[config.mk]
export PLATFORM = sky130hd
export DESIGN_NAME = rom_uart_loader
export DESIGN_NICKNAME = d
export VERILOG_FILES = /design/src/rtl/rom_uart_loader.sv
export SDC_FILE = /design/constraint.sdc
export NUM_CORES = 1
export LEC_CHECK = 0
export ABC_AREA = 1
export CAP_MARGIN = 30
export CORE_UTILIZATION = 40
export CTS_CLUSTER_DIAMETER = 120
export DETAILED_ROUTE_END_ITERATION = 8
export PLACE_DENSITY = 0.69
export SYNTH_ARGS = -nofsm -noshare
export SYNTH_HDL_FRONTEND = slang
export SYNTH_SLANG_ARGS = --single-unit
[constraint.sdc]
create_clock -name clk -period 3.48 [get_ports clk]
set_input_delay 0.87 -clock clk [delete_from_list [all_inputs] [get_ports clk]]
set_output_delay 0.87 -clock clk [all_outputs]
set_load 0.01 [all_outputs]
[src/rtl/rom_uart_loader.sv]
// rom_uart_loader: boot loader that receives an instruction image over an
// 8N1 UART line, writes it word by word into the instruction ROM write port
// and holds the CPU in reset until the image has been accepted.
//
// Frame: 4-byte LE word count N, N x 4-byte LE words, then an optional
// checksum byte (8-bit sum of all length and data bytes).
// Optional feature macro: LOADER_CHECKSUM_EN (checksum byte and CSUM state).
//
// Ports:
//   clk        system clock, rising edge
//   rst        synchronous active-low reset
//   uart_rx    serial input, idle high, asynchronous to clk
//   rom_we     one-cycle ROM write strobe
//   rom_waddr  ROM word address
//   rom_wdata  ROM write data
//   cpu_rst_n  CPU reset, released once the image is accepted
//   busy       load in progress (first start bit until DONE/ERR)
//   load_done  sticky, image accepted
//   load_err   sticky, image rejected
module rom_uart_loader #(
    parameter int CLK_FREQ = 50_000_000,
    parameter int BAUD     = 115200,
    parameter int ADDR_W   = 12
) (
    input  logic              clk,
    input  logic              rst,
    input  logic              uart_rx,
    output logic              rom_we,
    output logic [ADDR_W-1:0] rom_waddr,
    output logic [31:0]       rom_wdata,
    output logic              cpu_rst_n,
    output logic              busy,
    output logic              load_done,
    output logic              load_err
);

    localparam int BAUD_DIV = CLK_FREQ / BAUD;
    localparam int HALF_DIV = BAUD_DIV / 2;
    localparam int CNT_W    = $clog2(BAUD_DIV + 1);
    localparam logic [32:0] MAX_WORDS = 33'd1 << ADDR_W;

    typedef enum logic [1:0] {
        RX_IDLE  = 2'd0,
        RX_START = 2'd1,
        RX_DATA  = 2'd2,
        RX_STOP  = 2'd3
    } rx_e;

    typedef enum logic [2:0] {
        LD_LEN  = 3'd0,
        LD_DATA = 3'd1,
`ifdef LOADER_CHECKSUM_EN
        LD_CSUM = 3'd2,
`endif
        LD_DONE = 3'd3,
        LD_ERR  = 3'd4
    } ld_e;

    // Receiver state
    logic             rx_s1_q, rx_s2_q, rx_p_q;
    rx_e              rx_st_q, rx_st_d;
    logic [CNT_W-1:0] cnt_q, cnt_d;
    logic [2:0]       bit_q, bit_d;
    logic [7:0]       sh_q, sh_d;
    logic             rx_valid_q, rx_valid_d;
    logic             start_ok;
    logic             ferr;

    // Loader state
    ld_e               ld_q, ld_d;
    logic [1:0]        bcnt_q, bcnt_d;
    logic [23:0]       acc_q, acc_d;
    logic [ADDR_W:0]   n_q, n_d;
    logic [ADDR_W:0]   widx_q, widx_d;
    logic              we_q, we_d;
    logic [ADDR_W-1:0] waddr_q, waddr_d;
    logic [31:0]       wdata_q, wdata_d;
    logic              busy_q, busy_d;
`ifdef LOADER_CHECKSUM_EN
    logic [7:0]        sum_q, sum_d;
`endif

    logic [31:0]     asm_w;
    logic [ADDR_W:0] next_widx;
    ld_e             body_end;

    assign asm_w     = {sh_q, acc_q};
    assign next_widx = widx_q + 1'b1;

`ifdef LOADER_CHECKSUM_EN
    assign body_end = LD_CSUM;
`else
    assign body_end = LD_DONE;
`endif

    always_ff @(posedge clk) begin
        if (!rst) begin
            rx_s1_q    <= 1'b1;
            rx_s2_q    <= 1'b1;
            rx_p_q     <= 1'b1;
            rx_st_q    <= RX_IDLE;
            cnt_q      <= '0;
            bit_q      <= '0;
            sh_q       <= '0;
            rx_valid_q <= 1'b0;
            ld_q       <= LD_LEN;
            bcnt_q     <= '0;
            acc_q      <= '0;
            n_q        <= '0;
            widx_q     <= '0;
            we_q       <= 1'b0;
            waddr_q    <= '0;
            wdata_q    <= '0;
            busy_q     <= 1'b0;
`ifdef LOADER_CHECKSUM_EN
            sum_q      <= '0;
`endif
        end else begin
            rx_s1_q    <= uart_rx;
            rx_s2_q    <= rx_s1_q;
            rx_p_q     <= rx_s2_q;
            rx_st_q    <= rx_st_d;
            cnt_q      <= cnt_d;
            bit_q      <= bit_d;
            sh_q       <= sh_d;
            rx_valid_q <= rx_valid_d;
            ld_q       <= ld_d;
            bcnt_q     <= bcnt_d;
            acc_q      <= acc_d;
            n_q        <= n_d;
            widx_q     <= widx_d;
            we_q       <= we_d;
            waddr_q    <= waddr_d;
            wdata_q    <= wdata_d;
            busy_q     <= busy_d;
`ifdef LOADER_CHECKSUM_EN
            sum_q      <= sum_d;
`endif
        end
    end

    // UART receiver. Returns to idle at mid stop bit so that back-to-back
    // frames are caught; sh_q holds the byte while rx_valid_q is high.
    always_comb begin
        rx_st_d    = rx_st_q;
        cnt_d      = cnt_q + 1'b1;
        bit_d      = bit_q;
        sh_d       = sh_q;
        rx_valid_d = 1'b0;
        start_ok   = 1'b0;
        ferr       = 1'b0;
        unique case (rx_st_q)
            RX_IDLE: begin
                cnt_d = '0;
                if (!rx_s2_q && rx_p_q) begin
                    rx_st_d = RX_START;
                end
            end
            RX_START: begin
                if (cnt_q == CNT_W'(HALF_DIV - 1)) begin
                    cnt_d = '0;
                    if (rx_s2_q) begin
                        // line back high: glitch, not a start bit
                        rx_st_d = RX_IDLE;
                    end else begin
                        rx_st_d  = RX_DATA;
                        bit_d    = '0;
                        start_ok = 1'b1;
                    end
                end
            end
            RX_DATA: begin
                if (cnt_q == CNT_W'(BAUD_DIV - 1)) begin
                    cnt_d = '0;
                    sh_d  = {rx_s2_q, sh_q[7:1]};
                    bit_d = bit_q + 1'b1;
                    if (bit_q == 3'd7) begin
                        rx_st_d = RX_STOP;
                    end
                end
            end
            RX_STOP: begin
                if (cnt_q == CNT_W'(BAUD_DIV - 1)) begin
                    cnt_d   = '0;
                    rx_st_d = RX_IDLE;
                    if (rx_s2_q) begin
                        rx_valid_d = 1'b1;
                    end else begin
                        ferr = 1'b1;
                    end
                end
            end
            default: begin
                rx_st_d = RX_IDLE;
            end
        endcase
    end

    // Loader FSM. Framing errors act straight off the stop-bit sample so
    // load_err rises the cycle after it.
    always_comb begin
        ld_d    = ld_q;
        bcnt_d  = bcnt_q;
        acc_d   = acc_q;
        n_d     = n_q;
        widx_d  = widx_q;
        we_d    = 1'b0;
        waddr_d = waddr_q;
        wdata_d = wdata_q;
        busy_d  = busy_q;
`ifdef LOADER_CHECKSUM_EN
        sum_d   = sum_q;
`endif
        unique case (ld_q)
            LD_LEN: begin
                if (ferr) begin
                    ld_d = LD_ERR;
                end else if (rx_valid_q) begin
                    acc_d  = asm_w[31:8];
                    bcnt_d = bcnt_q + 1'b1;
`ifdef LOADER_CHECKSUM_EN
                    sum_d  = sum_q + sh_q;
`endif
                    if (bcnt_q == 2'd3) begin
                        n_d = asm_w[ADDR_W:0];
                        if ({1'b0, asm_w} > MAX_WORDS) begin
                            ld_d = LD_ERR;
                        end else if (asm_w == '0) begin
                            ld_d = body_end;
                        end else begin
                            ld_d = LD_DATA;
                        end
                    end
                end
            end
            LD_DATA: begin
                if (ferr) begin
                    ld_d = LD_ERR;
                end else if (rx_valid_q) begin
                    acc_d  = asm_w[31:8];
                    bcnt_d = bcnt_q + 1'b1;
`ifdef LOADER_CHECKSUM_EN
                    sum_d  = sum_q + sh_q;
`endif
                    if (bcnt_q == 2'd3) begin
                        we_d    = 1'b1;
                        waddr_d = widx_q[ADDR_W-1:0];
                        wdata_d = asm_w;
                        widx_d  = next_widx;
                        if (next_widx == n_q) begin
                            ld_d = body_end;
                        end
                    end
                end
            end
`ifdef LOADER_CHECKSUM_EN
            LD_CSUM: begin
                if (ferr) begin
                    ld_d = LD_ERR;
                end else if (rx_valid_q) begin
                    ld_d = (sh_q == sum_q) ? LD_DONE : LD_ERR;
                end
            end
`endif
            LD_DONE: begin
                ld_d = LD_DONE;
            end
            LD_ERR: begin
                ld_d = LD_ERR;
            end
            default: begin
                ld_d = LD_ERR;
            end
        endcase
        if (ld_d == LD_DONE || ld_d == LD_ERR) begin
            busy_d = 1'b0;
        end else if (start_ok) begin
            busy_d = 1'b1;
        end
    end

    assign rom_we    = we_q;
    assign rom_waddr = waddr_q;
    assign rom_wdata = wdata_q;
    assign busy      = busy_q;
    assign load_done = (ld_q == LD_DONE);
    assign cpu_rst_n = (ld_q == LD_DONE);
    assign load_err  = (ld_q == LD_ERR);

endmodule

* Word level (Yosys, flattened, before mapping)
Index checks and enable logic that the tools add are counted.
** Cells by class
- Bitwise logic cells :: 4
- Reduce and logical (&&, ||, !) cells :: 18
- Equality and inequality tests :: 19
- Add/subtract/negate cells :: 4
- Multiplexer cells :: 31
- $lt $le $gt $ge :: 1
** Operators with widths (count)
- 3-bit 2-to-1 mux :: 11
- 32-bit by 13-bit > comparator with 1-bit output, second input constant :: 1
- 32-bit logical NOT :: 1
- 9-bit case mux with 3 select lines :: 1
- 9-bit 2-to-1 mux :: 2
- 2-bit 2-to-1 mux :: 7
- 13-bit by 1-bit adder with 13-bit output, second input constant :: 1
- 13-bit == test :: 1
- 2-bit != test, second input constant :: 6
- 4-bit AND reduction :: 3
- 9-bit by 1-bit adder with 9-bit output, second input constant :: 1
- 3-bit == test, second input constant :: 3
- 9-bit by 8-bit == test with 1-bit output, second input constant :: 1
- 9-bit == test, second input constant :: 1
- 3-bit case mux with 3 select lines :: 1
- 2-bit case mux with 4 select lines :: 1
- 1-bit 2-to-1 mux :: 7
- 2-bit == test, second input constant :: 3
- 3-bit by 2-bit == test with 1-bit output, second input constant :: 2
- 3-bit case mux with 2 select lines :: 1
- 3-bit AND reduction :: 2
- 2-bit OR reduction :: 3
- 5-bit AND reduction :: 1
- 1-bit NOT :: 4
- other kinds (12) :: 12
** Word-level totals
- Output and inout port bits :: 49
- Register bits after elaboration :: 127
- Input bits :: 3
- Logic and storage cells :: 94

* Logic depth before layout (Yosys ltp)
Gate-level depths: netlist of run 1.
- Word-level depth :: 10
- Depth in mapped cells :: 14
- Depth with buffers taken out :: 14

* Worst setup path before layout of run 1
No wires, ideal clock.
- Path kind :: input port to flip-flop
- From :: input port rst
- To :: register n_q[0]
- Setup slack :: 1622 ps
- Buffers on the path :: 3
- Data required time :: 3410 ps
- Cell stages on the path :: 5
- Arrival time :: 1788 ps
- Setup time :: 70 ps
- Cell sequence :: clkbuf_1 clkbuf_1 clkbuf_1 o21ai_0 a21oi_1
** RTL lines
- start, declared :: line 26 : input logic rst,
- end signal, assigned :: line 130 : n_q <= n_d;
- end, declared :: line 73 : logic [ADDR_W:0] n_q, n_d;

* Worst setup path in the final report of run 1
- From :: register ld_q[0]
- To :: output port cpu_rst_n
** On the way
- Word-level cells in the longest chain between the ends :: 1
** RTL lines
- start, declared :: line 70 : ld_e ld_q, ld_d;
- start signal, assigned :: line 127 : ld_q <= ld_d;
- 3-bit by 2-bit == test with 1-bit output :: line 287 : assign cpu_rst_n = (ld_q == LD_DONE);
- end, declared :: line 31 : output logic cpu_rst_n,
Every way passes these cells.

==> flow_metrics.env, run 1 <==
export IMPL_dpl_hpwl_mm=8.012
export IMPL_antenna_found_initial=0
export IMPL_worstHoldPathType="flip-flop to flip-flop"
export IMPL_initial_utilization=0.4141
export IMPL_via_count_of_the_first_global_routing_pass=4283
export IMPL_grt_pass1_wl_mm=19.87
export IMPL_portBuffers=51
export IMPL_initialDrtViolationCount=229
export IMPL_combPwrFrac=0.025
export IMPL_placeableCoreArea_sq_um=12720
export IMPL_fin_skew_ns=0.009064
export IMPL_die_width_um=116.8
export IMPL_intPower_mw=2.700
export IMPL_routabilityCongestion=0.8712
export IMPL_synthesis_nets=710
export IMPL_regArea_sq_um=2542
export IMPL_timing_final_hold_violations=0
export IMPL_setup_repair_after_global_routing_missed_its_margin="false"
export IMPL_maximum_number_of_pins_on_one_net_before_global_route_repair=109
export IMPL_peakVddDrop_uv=297.5
export IMPL_outcome="finished, final reports clean"
export IMPL_antenna_left=0
export IMPL_min_period_ns=2.679
export IMPL_post_cts_resize_count=0
export IMPL_yosys_area_top_type_share=0.4825
export IMPL_insertion_delay_ns=0.42
export IMPL_floorplan_die_height_um=116.8
export IMPL_max_cap_violations=0
export IMPL_post_synth_top_area_cell="dfxtp_1"
export IMPL_preCtsSetupSlack_ns=1.148
export IMPL_layout_area_overhead_vs_synth_pct=23.06
export IMPL_grt_use_total=0.1889
export IMPL_cts_hold_repair_buffers=0
export IMPL_max_clock_freq_mhz=373.3
export IMPL_rows=41
export IMPL_power_frac_seq=0.429
export IMPL_io_pin_count=52
export IMPL_final_layout_size_suffix_gt1_frac=0.07294
export IMPL_cp_start_kind="flip-flop"
export IMPL_filler_cell_count=1252
export IMPL_clockBufferDepth=2
export IMPL_n_antenna_cell=0
export IMPL_floorplan_die_area_sq_um=13640
export IMPL_report_final_slew_viol_count=0
export IMPL_post_synth_main_area_contributors="dfxtp_1 (48%), a21oi_1 (10%), o21ai_0 (9.1%)"
export IMPL_clock_tree_from_tritoncts="built"
export IMPL_critical_path_arrival_ns=1.81
export IMPL_wire_length_after_detailed_routing_mm=12.03
export IMPL_syn_avg_cell_area_sq_um=7.527
export IMPL_setup_tns_ns=0
export IMPL_multiInputGateArea_sq_um=2218
export IMPL_viasPerCell=4.982
export IMPL_synth_seq_cells=127
export IMPL_cp_data_required_time_ns=2.61
export IMPL_max_slew_margin=0.3911
export IMPL_ys_warnings_count=0
export IMPL_length_of_the_first_detailed_routing_pass_in_iterations=4
export IMPL_min_period_over_period=0.7698
export IMPL_critical_path_endpoint_type="primary output"
export IMPL_critical_path_fanout_max=4
export IMPL_clkTransAtPathRegs_ns=0.06
export IMPL_final_worst_path_setup_slack_ns=0.8011
export IMPL_dr_total_vias=4613
export IMPL_p_switching_uw=729.8
export IMPL_post_route_drc_violation_count=0
export IMPL_post_synth_num_cell_types=28
export IMPL_static_leak_nw=2.532
export IMPL_routed_wire_length_per_instance_um=12.99
export IMPL_worst_setup_path_type="flip-flop to primary output"
export IMPL_tightest_slew_ns=0.9134
export IMPL_cellPowerDensity_nw_per_um2=529.0
export IMPL_tritoncts_num_sinks=127
export IMPL_post_cts_setup_buffer_count=0
export IMPL_nNetsFinal=751
export IMPL_aggregate_global_routing_overflow=0
export IMPL_clk_root_buffer_cell="clkbuf_16"
export IMPL_power_frac_clock=0.546
export IMPL_tritoncts_num_buffers=17
export IMPL_switching_share_of_power=0.2128
export IMPL_synth_cell_area_sq_um=5269
export IMPL_synth_cells=700
export IMPL_synth_sequential_area_ratio=0.4825
export IMPL_setup_viol=0
export IMPL_htreeDepth=4
## layout make-up
class | instances | share of cell area
inverter | 87 | 0.05037
multi-input combinational | 453 | 0.3421
clock inverter | 11 | 0.02354
clock buffer | 21 | 0.07410
tap | 172 | 0.03319
timing repair buffer | 55 | 0.08452
sequential | 127 | 0.3921
## worst paths after layout
kind                  from          to  slack [ns]  cells after the start
setup / recovery   ld_q[0]   cpu_rst_n        0.80                      5
hold / removal     rx_s1_q     rx_s2_q        0.41                      1
setup reg to reg  cnt_q[1]  widx_q[12]        1.16                     12
hold reg to reg    rx_s1_q     rx_s2_q        0.41                      1
## stage by stage
step / power [mW] / cell area [sq um] / util / hold WS (ns) / std cells
after floorplan: 1.565 / 5269 / - / 0.3925 / 700
after global placement: 1.582 / 5851 / 0.4599 / 0.4099 / 894
after detailed placement: 1.586 / 5851 / 0.4599 / 0.4034 / 894
after CTS: 3.457 / 6484 / 0.5096 / 0.4127 / 926
after global routing: 3.542 / 6484 / 0.5096 / 0.4517 / 926
final: 3.430 / 6484 / 0.5096 / 0.4110 / 926
## registers in the layout, summed over array words and instances (netlist names), 2 cells and up, named ones only
name,count
rom_wdata,32
acc_q,24
n_q,13
widx_q,13
rom_waddr,12
cnt_q,9
sh_q,8
bit_q,3
ld_q,3
bcnt_q,2
## power by group through the flow
stage | Sequential [mW] | Combinational [mW] | Clock (mW)
floorplan | 1.50 | 0.0643 | 0
global placement | 1.50 | 0.0804 | 0
detailed placement | 1.50 | 0.0841 | 0
CTS | 1.47 | 0.0849 | 1.90
global route | 1.47 | 0.0978 | 1.97
finish | 1.47 | 0.0855 | 1.87
## synth_stat cells
cell type and n:
nand2_1 101, clkbuf_1 18, nor3_1 15, dfxtp_1 127, a21oi_1 108, or2_2 4
o21ai_0 96, xnor2_1 1, inv_2 4, nand3_1 28, nand4_2 1, inv_1 83
buf_2 5, buf_4 3, and3_1 1, ha_1 7, nand4_1 10, a31oi_1 4
nor4_1 1, buf_6 5, nor2_4 3, o21ai_1 11, xor2_1 2, nand2_2 3
nand3b_1 2, clkbuf_2 2, nand2_4 3, nor2_1 52
## worst max-delay path: stages, from the launching register on
cell	delay [ns]
dfxtp_1	0.35
inv_1	0.08
nor2_1	0.09
inv_1	0.07
nor2_1	0.22
clkdlybuf4s50_1	0.59
## placed cells by master (no fill, tap or decap), drive strengths merged, types with 2 or more instances in the layout
master / Yosys / routed
clkbuf: 20 / 21
a31oi: 4 / 4
o21ai: 107 / 107
nor3: 15 / 15
nand2: 107 / 107
nor2: 55 / 55
clkinv: 0 / 6
nand3: 28 / 28
buf: 13 / 5
nand3b: 2 / 2
inv: 87 / 89
bufinv: 0 / 3
clkdlybuf4s50: 0 / 50
ha: 7 / 7
or2: 4 / 4
a21oi: 108 / 108
nand4: 11 / 11
dfxtp: 127 / 127
xor2: 2 / 2
## kinds of logic (layout without fill, tap and decap cells)
| kind of cell | count (synthesis) | count (layout) | synth area share |
|---|---|---|---|
| adder cells (fa/ha/maj) | 7 | 7 | 0.01662 |
| XOR/XNOR | 3 | 3 | 0.004988 |
| flip-flops | 127 | 127 | 0.4825 |
| AND/OR/NAND/NOR | 224 | 224 | 0.1905 |
| buffers and inverters | 120 | 174 | 0.09641 |
| AO/OA/AOI/OAI | 219 | 219 | 0.2090 |
## per-layer routing
layer | vias to the layer above | GRT usage | share of wire | wire (um)
met2 | 90 | 0.3132 | 0.49 | 5845
met5 | - | 0 | 0 | 0
li1 | 2395 | - | - | -
met1 | 2112 | 0.2358 | 0.46 | 5564
met4 | 0 | 0.07511 | 0.015 | 178
met3 | 16 | 0.04737 | 0.036 | 438
Power figures use the tool's default switching activity.
==> run 2: changes to the inputs <==
Settings changed: PLACE_DENSITY 0.69 to 0.72.
Clock period 3.48 ns to 2.3 ns, I/O delays scaled along.
==> flow_metrics.env, run 2 (synthesized netlist as in run 1, its figures left out) <==
export IMPL_dr_total_vias=4477
export IMPL_aggregate_global_routing_overflow=0
export IMPL_launch_instance_of_the_worst_min_delay_path="rx_s1_q"
export IMPL_tritoncts_num_buffers=17
export IMPL_n_antenna_cell=0
export IMPL_crit_start="ld_q[2]"
export IMPL_max_slew_margin=0.7369
export IMPL_rr_endpoint="busy"
export IMPL_grt_use_total=0.1794
export IMPL_post_route_cell_area_sq_um=6476
export IMPL_fin_total_pwr_mw=4.986
export IMPL_worst_hold_slack_ns=0.4128
export IMPL_filler_cell_count=1285
export IMPL_setup_repair_after_global_routing_missed_its_margin="false"
export IMPL_critical_path_fanout_max=4
export IMPL_length_of_the_first_detailed_routing_pass_in_iterations=6
export IMPL_worst_r2r_cell_count=14
export IMPL_critical_path_buf_inv_count=2
export IMPL_wire_length_after_detailed_routing_mm=11.21
export IMPL_initial_utilization=0.4141
export IMPL_critical_path_arrival_ns=1.62
export IMPL_static_leak_nw=2.525
export IMPL_nNetsFinal=752
export IMPL_detailed_place_area_sq_um=5883
export IMPL_antenna_found_initial=0
export IMPL_max_cap_violations=0
export IMPL_cp_start_kind="flip-flop"
export IMPL_die_width_um=116.8
export IMPL_min_period_over_period=0.9560
export IMPL_initialDrtViolationCount=321
export IMPL_grt_pass1_wl_mm=18.92
export IMPL_maximum_number_of_pins_on_one_net_before_global_route_repair=109
export IMPL_tritoncts_num_sinks=127
export IMPL_cp_data_required_time_ns=1.73
export IMPL_insertion_delay_ns=0.41
export IMPL_htreeDepth=4
export IMPL_tightest_slew_ns=0.3947
export IMPL_path_delay_family="buffers and inverters"
export IMPL_report_final_slew_viol_count=0
export IMPL_critical_path_endpoint_type="primary output"
export IMPL_antenna_left=0
export IMPL_fin_skew_ns=0.007693
export IMPL_clock_tree_from_tritoncts="built"
export IMPL_worst_setup_path_type="flip-flop to primary output"
export IMPL_viasPerCell=4.835
export IMPL_cellPowerDensity_nw_per_um2=769.8
export IMPL_layout_area_overhead_vs_synth_pct=22.92
export IMPL_floorplan_die_area_sq_um=13640
export IMPL_io_pin_count=52
export IMPL_timing_final_hold_violations=0
export IMPL_critical_path_max_stage_delay_ns=0.57
export IMPL_critical_path_slowest_cell="clkdlybuf4s50_1"
export IMPL_routed_wire_length_per_instance_um=12.11
export IMPL_via_count_of_the_first_global_routing_pass=3945
export IMPL_min_period_ns=2.199
export IMPL_regToRegStartpoint="widx_q[0]"
export IMPL_worstHoldPathType="flip-flop to flip-flop"
export IMPL_setup_tns_ns=0
export IMPL_hold_crit_depth=1
export IMPL_setup_viol=0
export IMPL_clockBufferDepth=2
export IMPL_number_of_flip_flops_in_the_largest_register=32
export IMPL_leading_cell_type_in_the_layout_fill_and_taps_excluded="dfxtp_1"
export IMPL_post_route_util=0.5090
export IMPL_routabilityCongestion=0.8558
export IMPL_peakVddDrop_uv=512.7
export IMPL_floorplan_die_height_um=116.8
export IMPL_cell_breakdown_of_the_critical_path="inv_1, nor3_1, clkdlybuf4s50_1"
export IMPL_portBuffers=51
export IMPL_post_cts_setup_buffer_count=0
export IMPL_outcome="finished, final reports clean"
export IMPL_placeableCoreArea_sq_um=12720
export IMPL_final_layout_size_suffix_gt1_frac=0.07294
export IMPL_hold_path_end="rx_s2_q"
export IMPL_clkTransAtPathRegs_ns=0.05
export IMPL_rows=41
export IMPL_post_route_drc_violation_count=0
export IMPL_clk_root_buffer_cell="clkbuf_16"
export IMPL_r2r_setup_slack_ns=0.39
export IMPL_dpl_hpwl_mm=7.599
export IMPL_max_clock_freq_mhz=454.8
export IMPL_layout_common_cells="dfxtp_1 (127), a21oi_1 (108), nand2_1 (101), o21ai_0 (96), inv_1 (83)"
run 2: worst max path at each step:
stage	end	slack, ns	depth (start not counted)
global placement	load_done	0.36	5
CTS	load_err	0.05	3
detailed placement	cpu_rst_n	0.34	5
finish	load_err	0.10	3
floorplan	rom_wdata[10]	0.70	12
global route	load_err	0.001	3
run 2: through the flow:
| stage | worst slack (ns) | cells |
|---|---|---|
| floorplan | 0.7047 | 700 |
| global placement | 0.3602 | 895 |
| detailed placement | 0.3449 | 895 |
| CTS | 0.05156 | 926 |
| global route | 0.001080 | 926 |
| finish | 0.1011 | 926 |
run 2: timing repair:
action	4_1_cts	5_1_grt
hold buffers	0	0
gates resized for setup	3	0
endpoints found under the hold margin	0	0
endpoints found under the setup margin	2	0
run 2: area by class of cell:
cell class,instances,area [sq um],share of cell area
inverter,87,326.6,0.05043
multi-input combinational,453,2221,0.3429
clock inverter,9,108.9,0.01681
tap,172,215.2,0.03323
clock buffer,22,484.2,0.07477
timing repair buffer,56,578.1,0.08926
sequential,127,2542,0.3926
run 2: per-layer routing:
metal / up-vias / global-route usage / routed length, um
met5: - / 0 / 0
met4: 0 / 0.06920 / 194
met3: 15 / 0.04995 / 491
met2: 97 / 0.2777 / 4945
met1: 1964 / 0.2379 / 5580
li1: 2401 / - / -
run 2: power by group:
part	switching (mW)	internal [mW]	leakage, nW
logic	0.0829	0.0446	1.22
registers	0.0138	2.21	1.02
clock network	0.931	1.70	0.280
total	1.03	3.96	2.52
==> run 3: changes to the inputs <==
Settings changed: HOLD_SLACK_MARGIN from default to 0.02.
==> results of run 3 <==
The final DEF is identical to that of run 2; final timing and power are the same.
